===== src/rtl/button_debounce_array.sv =====
// -----------------------------------------------------------------------------
// button_debounce_array
//
// Multi-channel push-button conditioner. Every channel normalises the polarity
// of its raw input, passes it through a two-flop synchroniser and then through
// a four-state debounce FSM that only accepts a level change after the
// synchronised input has stayed at the new level for DEBOUNCE_CYCLES
// consecutive clocks. Accepted presses and releases produce single-cycle
// pulses. While a button is held with repeat_en set, an auto-repeat pulse fires
// REPEAT_DELAY cycles after the press and then every REPEAT_PERIOD cycles.
// Channels are completely independent of each other.
//
// Ports
//   clk            system clock, rising edge
//   rst_n          asynchronous active-low reset
//   button_signal  [CHANNELS] raw asynchronous button inputs
//   repeat_en      [CHANNELS] per-channel auto-repeat enable (synchronous)
//   button_state   [CHANNELS] debounced level, 1 = pressed
//   press_pulse    [CHANNELS] one-cycle pulse on accepted press
//   release_pulse  [CHANNELS] one-cycle pulse on accepted release
//   repeat_pulse   [CHANNELS] one-cycle auto-repeat pulse while held
// -----------------------------------------------------------------------------
module button_debounce_array #(
  parameter int CHANNELS        = 4,
  parameter int DEBOUNCE_CYCLES = 250000,
  parameter int REPEAT_DELAY    = 25000000,
  parameter int REPEAT_PERIOD   = 5000000,
  parameter int ACTIVE_LOW      = 0
) (
  input  logic                clk,
  input  logic                rst_n,
  input  logic [CHANNELS-1:0] button_signal,
  input  logic [CHANNELS-1:0] repeat_en,
  output logic [CHANNELS-1:0] button_state,
  output logic [CHANNELS-1:0] press_pulse,
  output logic [CHANNELS-1:0] release_pulse,
  output logic [CHANNELS-1:0] repeat_pulse
);

  localparam int REP_MAX = (REPEAT_DELAY > REPEAT_PERIOD) ? REPEAT_DELAY : REPEAT_PERIOD;
  localparam int DB_W    = $clog2(DEBOUNCE_CYCLES + 1);
  localparam int RP_W    = $clog2(REP_MAX + 1);

  localparam logic [DB_W-1:0] DB_LAST   = DB_W'(DEBOUNCE_CYCLES);
  localparam logic [RP_W-1:0] RP_DELAY  = RP_W'(REPEAT_DELAY);
  localparam logic [RP_W-1:0] RP_PERIOD = RP_W'(REPEAT_PERIOD);

  typedef enum logic [1:0] {
    IDLE         = 2'd0,
    PRESS_WAIT   = 2'd1,
    HELD         = 2'd2,
    RELEASE_WAIT = 2'd3
  } state_t;

  // Polarity is fixed before the synchroniser so that "1 = pressed" holds
  // everywhere downstream, including the reset value of the sync flops.
  logic [CHANNELS-1:0] btn_norm;
  assign btn_norm = (ACTIVE_LOW != 0) ? ~button_signal : button_signal;

  for (genvar ch = 0; ch < CHANNELS; ch++) begin : g_ch

    logic            sync_0_q;
    logic            sync_1_q;
    state_t          state_q,     state_d;
    logic [DB_W-1:0] db_cnt_q,    db_cnt_d;
    logic [RP_W-1:0] rep_cnt_q,   rep_cnt_d;
    logic            rep_armed_q, rep_armed_d;
    logic            level_q,     level_d;
    logic            press_q,     press_d;
    logic            rel_q,       rel_d;
    logic            rep_q,       rep_d;
    logic [DB_W-1:0] db_next;
    logic [RP_W-1:0] rep_next;

    // Debounce FSM. The counter holds the number of consecutive cycles the
    // synchronised input has been seen at the candidate level; entering a
    // WAIT state already counts the first such cycle.
    always_comb begin
      db_next  = db_cnt_q + DB_W'(1);
      state_d  = state_q;
      db_cnt_d = db_cnt_q;
      level_d  = level_q;
      press_d  = 1'b0;
      rel_d    = 1'b0;
      case (state_q)
        IDLE: begin
          if (sync_1_q) begin
            if (DEBOUNCE_CYCLES == 1) begin
              // A single stable cycle is already enough to accept.
              state_d  = HELD;
              level_d  = 1'b1;
              press_d  = 1'b1;
              db_cnt_d = '0;
            end else begin
              state_d  = PRESS_WAIT;
              db_cnt_d = DB_W'(1);
            end
          end else begin
            db_cnt_d = '0;
          end
        end
        PRESS_WAIT: begin
          if (!sync_1_q) begin
            state_d  = IDLE;
            db_cnt_d = '0;
          end else if (db_next == DB_LAST) begin
            state_d  = HELD;
            level_d  = 1'b1;
            press_d  = 1'b1;
            db_cnt_d = '0;
          end else begin
            db_cnt_d = db_next;
          end
        end
        HELD: begin
          if (!sync_1_q) begin
            if (DEBOUNCE_CYCLES == 1) begin
              state_d  = IDLE;
              level_d  = 1'b0;
              rel_d    = 1'b1;
              db_cnt_d = '0;
            end else begin
              state_d  = RELEASE_WAIT;
              db_cnt_d = DB_W'(1);
            end
          end else begin
            db_cnt_d = '0;
          end
        end
        RELEASE_WAIT: begin
          if (sync_1_q) begin
            state_d  = HELD;
            db_cnt_d = '0;
          end else if (db_next == DB_LAST) begin
            state_d  = IDLE;
            level_d  = 1'b0;
            rel_d    = 1'b1;
            db_cnt_d = '0;
          end else begin
            db_cnt_d = db_next;
          end
        end
        default: begin
          state_d  = IDLE;
          db_cnt_d = '0;
        end
      endcase
    end

    // Auto-repeat. Counting happens only on cycles that start in HELD; a cycle
    // spent in RELEASE_WAIT freezes the count, so a release bounce merely delays
    // the schedule. A direct HELD->IDLE release (single-cycle debounce) never
    // counts, which keeps repeat and release pulses apart. press_d marks the
    // fresh entry into HELD, where the schedule restarts from zero.
    always_comb begin
      rep_next    = rep_cnt_q + RP_W'(1);
      rep_cnt_d   = rep_cnt_q;
      rep_armed_d = rep_armed_q;
      rep_d       = 1'b0;
      if (!repeat_en[ch] || press_d) begin
        rep_cnt_d   = '0;
        rep_armed_d = 1'b0;
      end else if (state_q == HELD && state_d != IDLE) begin
        if (!rep_armed_q) begin
          if (rep_next == RP_DELAY) begin
            rep_d       = 1'b1;
            rep_cnt_d   = '0;
            rep_armed_d = 1'b1;
          end else begin
            rep_cnt_d = rep_next;
          end
        end else begin
          if (rep_next == RP_PERIOD) begin
            rep_d     = 1'b1;
            rep_cnt_d = '0;
          end else begin
            rep_cnt_d = rep_next;
          end
        end
      end
    end

    always_ff @(posedge clk or negedge rst_n) begin
      if (!rst_n) begin
        sync_0_q    <= 1'b0;
        sync_1_q    <= 1'b0;
        state_q     <= IDLE;
        db_cnt_q    <= '0;
        rep_cnt_q   <= '0;
        rep_armed_q <= 1'b0;
        level_q     <= 1'b0;
        press_q     <= 1'b0;
        rel_q       <= 1'b0;
        rep_q       <= 1'b0;
      end else begin
        sync_0_q    <= btn_norm[ch];
        sync_1_q    <= sync_0_q;
        state_q     <= state_d;
        db_cnt_q    <= db_cnt_d;
        rep_cnt_q   <= rep_cnt_d;
        rep_armed_q <= rep_armed_d;
        level_q     <= level_d;
        press_q     <= press_d;
        rel_q       <= rel_d;
        rep_q       <= rep_d;
      end
    end

    assign button_state[ch]  = level_q;
    assign press_pulse[ch]   = press_q;
    assign release_pulse[ch] = rel_q;
    assign repeat_pulse[ch]  = rep_q;

  end

endmodule


===== config.mk =====
export PLATFORM = sky130hd
export DESIGN_NAME = button_debounce_array
export DESIGN_NICKNAME = d
export VERILOG_FILES = /design/src/rtl/button_debounce_array.sv
export SDC_FILE = /design/constraint.sdc
export NUM_CORES = 1
export LEC_CHECK = 0
export CORE_ASPECT_RATIO = 1.5
export CORE_MARGIN = 2
export CORE_UTILIZATION = 30
export CTS_CLUSTER_SIZE = 30
export DETAILED_ROUTE_END_ITERATION = 10
export GPL_TIMING_DRIVEN = 0
export PLACE_DENSITY = 0.45
export SKIP_CTS_REPAIR_TIMING = 1
export SLEW_MARGIN = 30
export SYNTH_ARGS = -nofsm -noshare
export SYNTH_HDL_FRONTEND = slang
export SYNTH_SLANG_ARGS = --single-unit

===== constraint.sdc =====
create_clock -name clk -period 2.7 [get_ports clk]
set_input_delay 0.81 -clock clk [delete_from_list [all_inputs] [get_ports clk]]
set_output_delay 0.81 -clock clk [all_outputs]
set_load 0.02 [all_outputs]

==> metrics list <==
- Run status: complete, but fails checks
- The checks that failed: negative setup slack.
- CTS sink count: 208
- Critical R2R Capture: g_ch[0].rep_cnt_q[24]
- Number of synthesized flops with an enable pin: 0
* RSZ-0062 raised after global routing: yes
- The most common cell in the synthesized netlist is sky130_fd_sc_hd__dfrtp_1.
- Between clock sinks in the finished design, the worst skew comes to 0.0120 ns.
* Via Count: 12,900
- After detailed routing, the total wire length is 42,200 um.
- Layout cell share with drive strength beyond 1: 0.341
- The floorplan step defined a die boundary enclosing 46,400 sq um.
- Sequential fraction of the synthesis area: 0.389
* Worst-case clock buffer depth: 3
- The number of nets handed over by synthesis was 1,595.
- Clock tree synthesis selected as its root buffer the cell sky130_fd_sc_hd__clkbuf_16.
- Max stage delay on crit path: 0.52 ns
* Post-route core utilization: 0.428
- Top FF cell, synth: sky130_fd_sc_hd__dfrtp_1
- At the worst endpoint, the required time is 3.12 ns.
- The worst register-to-register path has a depth of 10.
- Max-cap violations: 0
- Of the total synthesized cell area, the portion taken by XOR and XNOR cells is 0.0660.
* Clock Latency Late Sink: 0.54 ns
* Leakage dissipation: 7.45 nW
* Adder-cell share of the synthesized area: 0.00747
- Mapped Avg Cell Area: 8.49 sq um
- Fraction of the mapped netlist area in simple logic gates: 0.313
* Placed inst area: 14,800 sq um
- Final number of hold-violating endpoints: 0
* Global router's overall resource usage: 0.163
- During synthesis, Yosys emitted a total of 0 warnings.
- The first global-routing pass estimated 62,600 um of wire.
* Post-Syn Area: 13,400 sq um
* Headroom to the max-slew limit: 0.476
* Maximum vdd ir drop: 0.000529 V
* Type of the most critical hold path: input pin to async pin
* Fin Hold WS: 0.117 ns
- The number of different library cells used by synthesis comes to 86.
* Classification of the worst setup path: register to register
- For this design, the slowest cell found on the critical path is sky130_fd_sc_hd__or4b_4.
* Worst reg2reg startpoint: g_ch[0].db_cnt_q[0]
- The critical path goes through ha_4, nand4_1, or4_1, a221oi_2, or4b_4, nor4b_4, nor2_4, buf_12, buf_8, a21o_1.
- Top fanout value on the critical path: 6
* Max Clock Freq: 0.331 GHz
- Library cell occupying the most area in the post-synthesis netlist: sky130_fd_sc_hd__dfrtp_1
- The share of synthesized area in the top cell type comes to 0.389.
- Min setup slack post-route: -0.318 ns
- Register-to-register path setup slack: -0.32 ns
* Cell types with the largest area share after synthesis: sky130_fd_sc_hd__dfrtp_1 (39%), sky130_fd_sc_hd__nand2_1 (4.8%), sky130_fd_sc_hd__nor2_1 (4.2%), sky130_fd_sc_hd__xnor2_1 (3.7%), sky130_fd_sc_hd__nand3_1 (3.5%)
- Setup violations remaining at the end of the flow were counted as 111.
- Number of buffers added by the clock tree synthesis step: 24
- GRT Residual Overflow: 0
- The floorplan step defined a core boundary enclosing 44,000 sq um.
- Detailed-routing iteration count for the pre-antenna-repair pass: 5
- Met2 wirelength from detailed routing: 22,300 um
* Startpoint of the most critical setup path: g_ch[0].db_cnt_q[0]
* Initial core utilization: 0.305
- Final nets: 1,796
- Number of global-route vias before repair: 11,900
- Wire length on met1: 16,800 um
* Post-route fraction of the period consumed by the critical path: 1.12
* Clock transition at the registers of the reported paths: 0.06 ns
- Port buffering added 25 buffers.
- Area overhead of the layout relative to synthesis: 40.5%
- Antenna violations before repair: 0
- Crit end category: register
* Worst Tran Pin Value: 0.783 ns
- Fin crit period: 3.02 ns
- The fraction of the mapped netlist area in compound gates was 0.161.
- The register with the most flip-flops in the layout has 100 of them.
- Number of top-level pins: 26
- The final number of max-transition violations is 0.
* Width of the die: 177 um
- The wire-length estimate of the detail-placed layout is 27,000 um.
* DRT iter0 DRCs: 660
- Proportion of synthesized flip-flops having asynchronous set or reset: 1.00
- TritonCTS built the clock tree.
* Max layer used: met4
- Biggest regs: g_ch.rep_cnt_q (100), g_ch.db_cnt_q (72), g_ch.state_q (8)
- Overall die height: 263 um
- Startpoint kind of the worst setup timing path: register
- Antenna viol nets, final: 0
- After detailed routing, the average wire length per cell comes to 17.8 um.
- The critical path ends at g_ch[0].rep_cnt_q[24].
- The number of buffers and inverters on the critical path is 2.
- Top cells by instance count after synthesis: sky130_fd_sc_hd__dfrtp_1 (208), sky130_fd_sc_hd__nand2_1 (171), sky130_fd_sc_hd__nor2_1 (150), sky130_fd_sc_hd__nand3_1 (93), sky130_fd_sc_hd__clkbuf_1 (81)
* PwrDens: 377 nW/um^2
- Entering global routing, the biggest net connects 71 pins.
- The repair_antennas step left the layout with diodes totalling 0.
- RD Place Congestion: 0.860
* Combinational family with the most area after synthesis: simple AND/OR/NAND/NOR gates
- The critical path runs through a total of 10 cells.
* Detail Route met3 WL: 1430 um
- Setup total negative slack on the finished layout was measured at -21.27 ns.
* Largest register by flop count: g_ch.rep_cnt_q
- Dividing the detail-routed via count by the number of cells gives 5.43.
- DRC viols: 0
- Summing all non-filler instances in the final layout gives an area of 18,800 sq um.
* Delay-heaviest family, CP: simple AND/OR/NAND/NOR gates
* Multiplexer share of the synthesized area: 0.0115
* Flop and latch count out of synthesis: 208
- Gate Count Post-Synth: 1,577
- H-tree levels: 1
- Arrival time at the worst endpoint: 3.44 ns
* Placement Rows: 94
==> layer usage <==
layer	track usage	vias to the layer above
met4	0.0672	0
li1	-	6182
met5	0	-
met3	0.0201	103
met2	0.297	267
met1	0.191	6331
==> stage by stage <==
stage          std cells  power (mW)  worst slack [ns]
6_report            2372        7.10            -0.318
5_1_grt             2372        7.41            -0.437
4_1_cts             2225        7.14            -0.953
3_5_place_dp        2181        3.43            -0.939
3_3_place_gp        2178        3.41             -9.78
2_1_floorplan       1577        3.29            -0.198
==> logic make-up (layout without fill, tap and decap cells) <==
kind of cell             after synthesis  in the layout
AND/OR/NAND/NOR                      795            796
AO/OA/AOI/OAI                        295            295
flip-flops                           208            208
buffers and inverters                155            373
XOR/XNOR                             101            101
multiplexers                          15             15
adder cells (fa/ha/maj)                8              8
==> report_power, final <==
| part | internal [mW] | total, mW | switching [mW] |
|---|---|---|---|
| Combinational | 0.126 | 0.308 | 0.181 |
| Clock | 2.22 | 3.64 | 1.42 |
| Sequential | 3.13 | 3.15 | 0.0207 |
| Total | 5.48 | 7.10 | 1.62 |
==> cell usage in the layout (no fill, tap or decap), types with 15 or more instances in the layout <==
cell type,n
sky130_fd_sc_hd__xnor2_1,53
sky130_fd_sc_hd__nand4_1,69
sky130_fd_sc_hd__nand2_1,155
sky130_fd_sc_hd__clkdlybuf4s50_1,24
sky130_fd_sc_hd__clkbuf_1,24
sky130_fd_sc_hd__xor2_1,41
sky130_fd_sc_hd__dfrtp_2,48
sky130_fd_sc_hd__nand3_1,79
sky130_fd_sc_hd__nor4_1,17
sky130_fd_sc_hd__inv_1,30
sky130_fd_sc_hd__and3_1,39
sky130_fd_sc_hd__nor2_1,136
sky130_fd_sc_hd__nor3b_1,15
sky130_fd_sc_hd__o31ai_2,15
sky130_fd_sc_hd__a21oi_1,23
sky130_fd_sc_hd__and2_1,17
sky130_fd_sc_hd__a21o_1,21
sky130_fd_sc_hd__o21ai_0,27
sky130_fd_sc_hd__buf_6,42
sky130_fd_sc_hd__clkbuf_16,31
sky130_fd_sc_hd__buf_4,164
sky130_fd_sc_hd__o21ai_2,20
sky130_fd_sc_hd__nor3_1,39
sky130_fd_sc_hd__dfrtp_1,160
==> worst min-delay path by stage <==
stage	start	endpoint	slack (ns)	cells past startpoint
floorplan	g_ch[0].sync_0_q	g_ch[0].sync_1_q	0.33	0
global placement	g_ch[0].sync_0_q	g_ch[0].sync_1_q	0.33	0
detailed placement	g_ch[1].sync_0_q	g_ch[1].sync_1_q	0.34	0
CTS	rst_n	g_ch[1].rep_cnt_q[20]	0.10	1
global route	rst_n	g_ch[1].rep_cnt_q[20]	0.11	1
finish	rst_n	g_ch[1].rep_cnt_q[20]	0.12	1
==> area by class of cell <==
cell class,instances,area [sq um]
timing repair buffer,210,1950
clock buffer,31,668
clock inverter,13,193
sequential,208,5270
buffer,89,754
tap,576,721
inverter,30,113
fill,4329,25200
multi-input combinational,1215,9160
Note: power is estimated with default switching activity, not from simulation.
==> RTL change, RTL diff (same settings) <==
Re-encode `state_t` (4 states) as one-hot, 4 bits wide.
--- a/src/rtl/button_debounce_array.sv
+++ b/src/rtl/button_debounce_array.sv
@@ -45,11 +45,11 @@
   localparam logic [RP_W-1:0] RP_DELAY  = RP_W'(REPEAT_DELAY);
   localparam logic [RP_W-1:0] RP_PERIOD = RP_W'(REPEAT_PERIOD);
 
-  typedef enum logic [1:0] {
-    IDLE         = 2'd0,
-    PRESS_WAIT   = 2'd1,
-    HELD         = 2'd2,
-    RELEASE_WAIT = 2'd3
+  typedef enum logic [3:0] {
+    IDLE         = 4'b0001,
+    PRESS_WAIT   = 4'b0010,
+    HELD         = 4'b0100,
+    RELEASE_WAIT = 4'b1000
   } state_t;
 
   // Polarity is fixed before the synchroniser so that "1 = pressed" holds
Function: no difference found for any inputs over 4 cycles, from zero or initial values and one cycle with rst_n low; so few cycles prove little.
==> RTL change against the unedited design <==
The run still ends with negative setup slack left. Global-route usage decreased by 0.45 points. Sequential cell count rose by 8. Highest routed layer unchanged. Total power rose by 3.9%. Synthesized cell count up 1.3%. Core utilization down 1.4 points. Wire length decreased by 4.5%. Synthesized area up 2.2%. Setup slack better by 0.030 ns. Worst hold slack improved by 0.014 ns. Critical path depth decreased by 1. Cell area shrank 1.2%. Via count up 0.17%. Critical endpoint is now g_ch[3].rep_cnt_q[22].
==> RTL change: results (changes against the unedited design) <==
- Run status: complete, but fails checks (unchanged)
- Failing checks: negative setup slack (unchanged)
- Top FF cell, synth: dfrtp_1 (unchanged)
- Largest delay share family, worst path: simple AND/OR/NAND/NOR gates (unchanged)
- Nets: 1,810 (was 1,796)
- Yosys warning count: 0 (unchanged)
- VDD IR max: 352 µV (was 529 µV)
- First-pass GRT wire length: 62,100 µm (was 62,600 µm)
- Largest net degree at the start of global routing: 61 (was 71)
- Final worst setup slack: -0.289 ns (was -0.318 ns)
- Vias in the first global route: 11,981 (was 11,931)
- Most frequent cells after synthesis: 212 x dfrtp_1, 171 x nor2_1, 146 x nand2_1 (was 208 x dfrtp_1, 171 x nand2_1, 150 x nor2_1)
- Final TNS setup: -8.79 ns (was -21.27 ns)
- Pre-CTS setup slack: -1.05 ns (was -0.939 ns)
- Mean Syn Cell Area: 8.57 µm² (was 8.49 µm²)
- Slowest CP cell: or4_4 (was or4b_4)
- Leak: 7.31 nW (was 7.45 nW)
- Top post-synthesis cells by area: dfrtp_1 39%, nor2_1 4.7%, nand2_1 4.0% (was dfrtp_1 39%, nand2_1 4.8%, nor2_1 4.2%)
- Sequential area share after synthesis: 39.5% (was 38.9%)
- Biggest regs: g_ch.rep_cnt_q: 100 flops, g_ch.db_cnt_q: 72 flops, g_ch.state_q: 16 flops (was g_ch.rep_cnt_q: 100 flops, g_ch.db_cnt_q: 72 flops, g_ch.state_q: 8 flops)
- GRT Total Usage: 15.9% (was 16.3%)
- Final Hold Vio Count: 0 (unchanged)
- Wire per inst: 16.8 µm (was 17.8 µm)
- Num CTS Buffers: 27 (was 24)
- Via-per-instance ratio: 5.39 (was 5.43)
- GPL Wtd Cong: 0.866 (was 0.860)
- Pre-antenna DRT Iters: 7 (was 5)
- Inst Count DP: 2,207 (was 2,181)
- Max incr delay on CP: 0.63 ns (was 0.52 ns)
- R2R Path End: g_ch[3].rep_cnt_q[22] (was g_ch[0].rep_cnt_q[24])
- Layout cell share with drive strength beyond 1: 29.1% (was 34.1%)
- Clock Skews: 0.0337 ns (was 0.0120 ns)
- Cell variety after synth: 86 (unchanged)
- Clock Latency Late Sink: 0.56 ns (was 0.54 ns)
- Path depth of the worst reg2reg path: 9 (was 10)
- Drt initial violations: 785 (was 660)
- Clk buf depth: 3 (unchanged)
- Setup crit end kind: flip-flop (unchanged)
- Non-Filler Instances: 2,393 (was 2,372)
- # setup viols final: 62 (was 111)
- Critical Path AT: 3.43 ns (was 3.44 ns)
- Clock root cell: clkbuf_16 (unchanged)
- Max Fanout on Critical Path: 7 (was 6)
- Timing startpoint of the critical path: g_ch[3].rep_cnt_q[0] (was g_ch[0].db_cnt_q[0])
- Relative slew slack: 47.6% (about the same)
- CTS HTree Levels: 1 (unchanged)
- Final HPWL DP: 26,400 µm (was 27,000 µm)
- Clock slew seen by the registers of the worst setup and hold paths: 0.06 ns (about the same)
- Mapped Nets: 1,615 (was 1,595)
## RTL change: metal layers
metal	wire, µm	part of all wire [%]	vias to the layer above	global-route usage [%]
li1	-	-	6237	-
met1	16400	41	6306	18.9
met2	21100	52	259	29.3
met3	1300	3.2	103	1.97
met4	1500	3.7	0	4.99
met5	0	0	-	0
## RTL change: worst min-delay path by stage
stage / startpoint / to / slack, ns / cells past startpoint
after floorplan: g_ch[0].sync_0_q / g_ch[0].sync_1_q / 0.33 / 0
after global placement: g_ch[1].sync_0_q / g_ch[1].sync_1_q / 0.33 / 0
after detailed placement: g_ch[2].sync_0_q / g_ch[2].sync_1_q / 0.33 / 0
after CTS: rst_n / g_ch[3].rep_cnt_q[11] / 0.13 / 1
after global routing: rst_n / g_ch[3].rep_cnt_q[11] / 0.14 / 1
final: rst_n / g_ch[3].rep_cnt_q[11] / 0.13 / 1
## RTL change: final cells by class
class	count	area, µm²
Tap cell	582	728
Fill cell	4432	26300
Clock buffer	38	757
Inverter	42	158
Clock inverter	10	110
Timing Repair Buffer	189	1740
Buffer	88	692
Sequential cell	216	5460
Multi-Input combinational cell	1228	8960
## RTL change: kinds of logic after synthesis
family | Yosys count | synth area share [%]
multiplexers | 18 | 1.36
buffers and inverters | 153 | 4.93
adder cells (fa/ha/maj) | 8 | 0.731
XOR/XNOR | 113 | 7.23
AO/OA/AOI/OAI | 301 | 15.6
flip-flops | 216 | 39.5
AND/OR/NAND/NOR | 788 | 30.7
## RTL change: stage by stage
stage	area (µm²)	utilization, %	hold WS, ns
floorplan	13900	-	0.331
global placement	14900	33.1	0.332
detailed placement	15000	33.3	0.335
CTS	15800	35.2	0.130
global route	18600	41.4	0.143
finish	18600	41.4	0.131
## RTL change: power by group
| group | switching (W) | total (W) | internal (W) |
|---|---|---|---|
| combinational | 0.000263 | 0.000435 | 0.000172 |
| clock | 0.00147 | 0.00361 | 0.00214 |
| sequential | 0.0000494 | 0.00334 | 0.00329 |
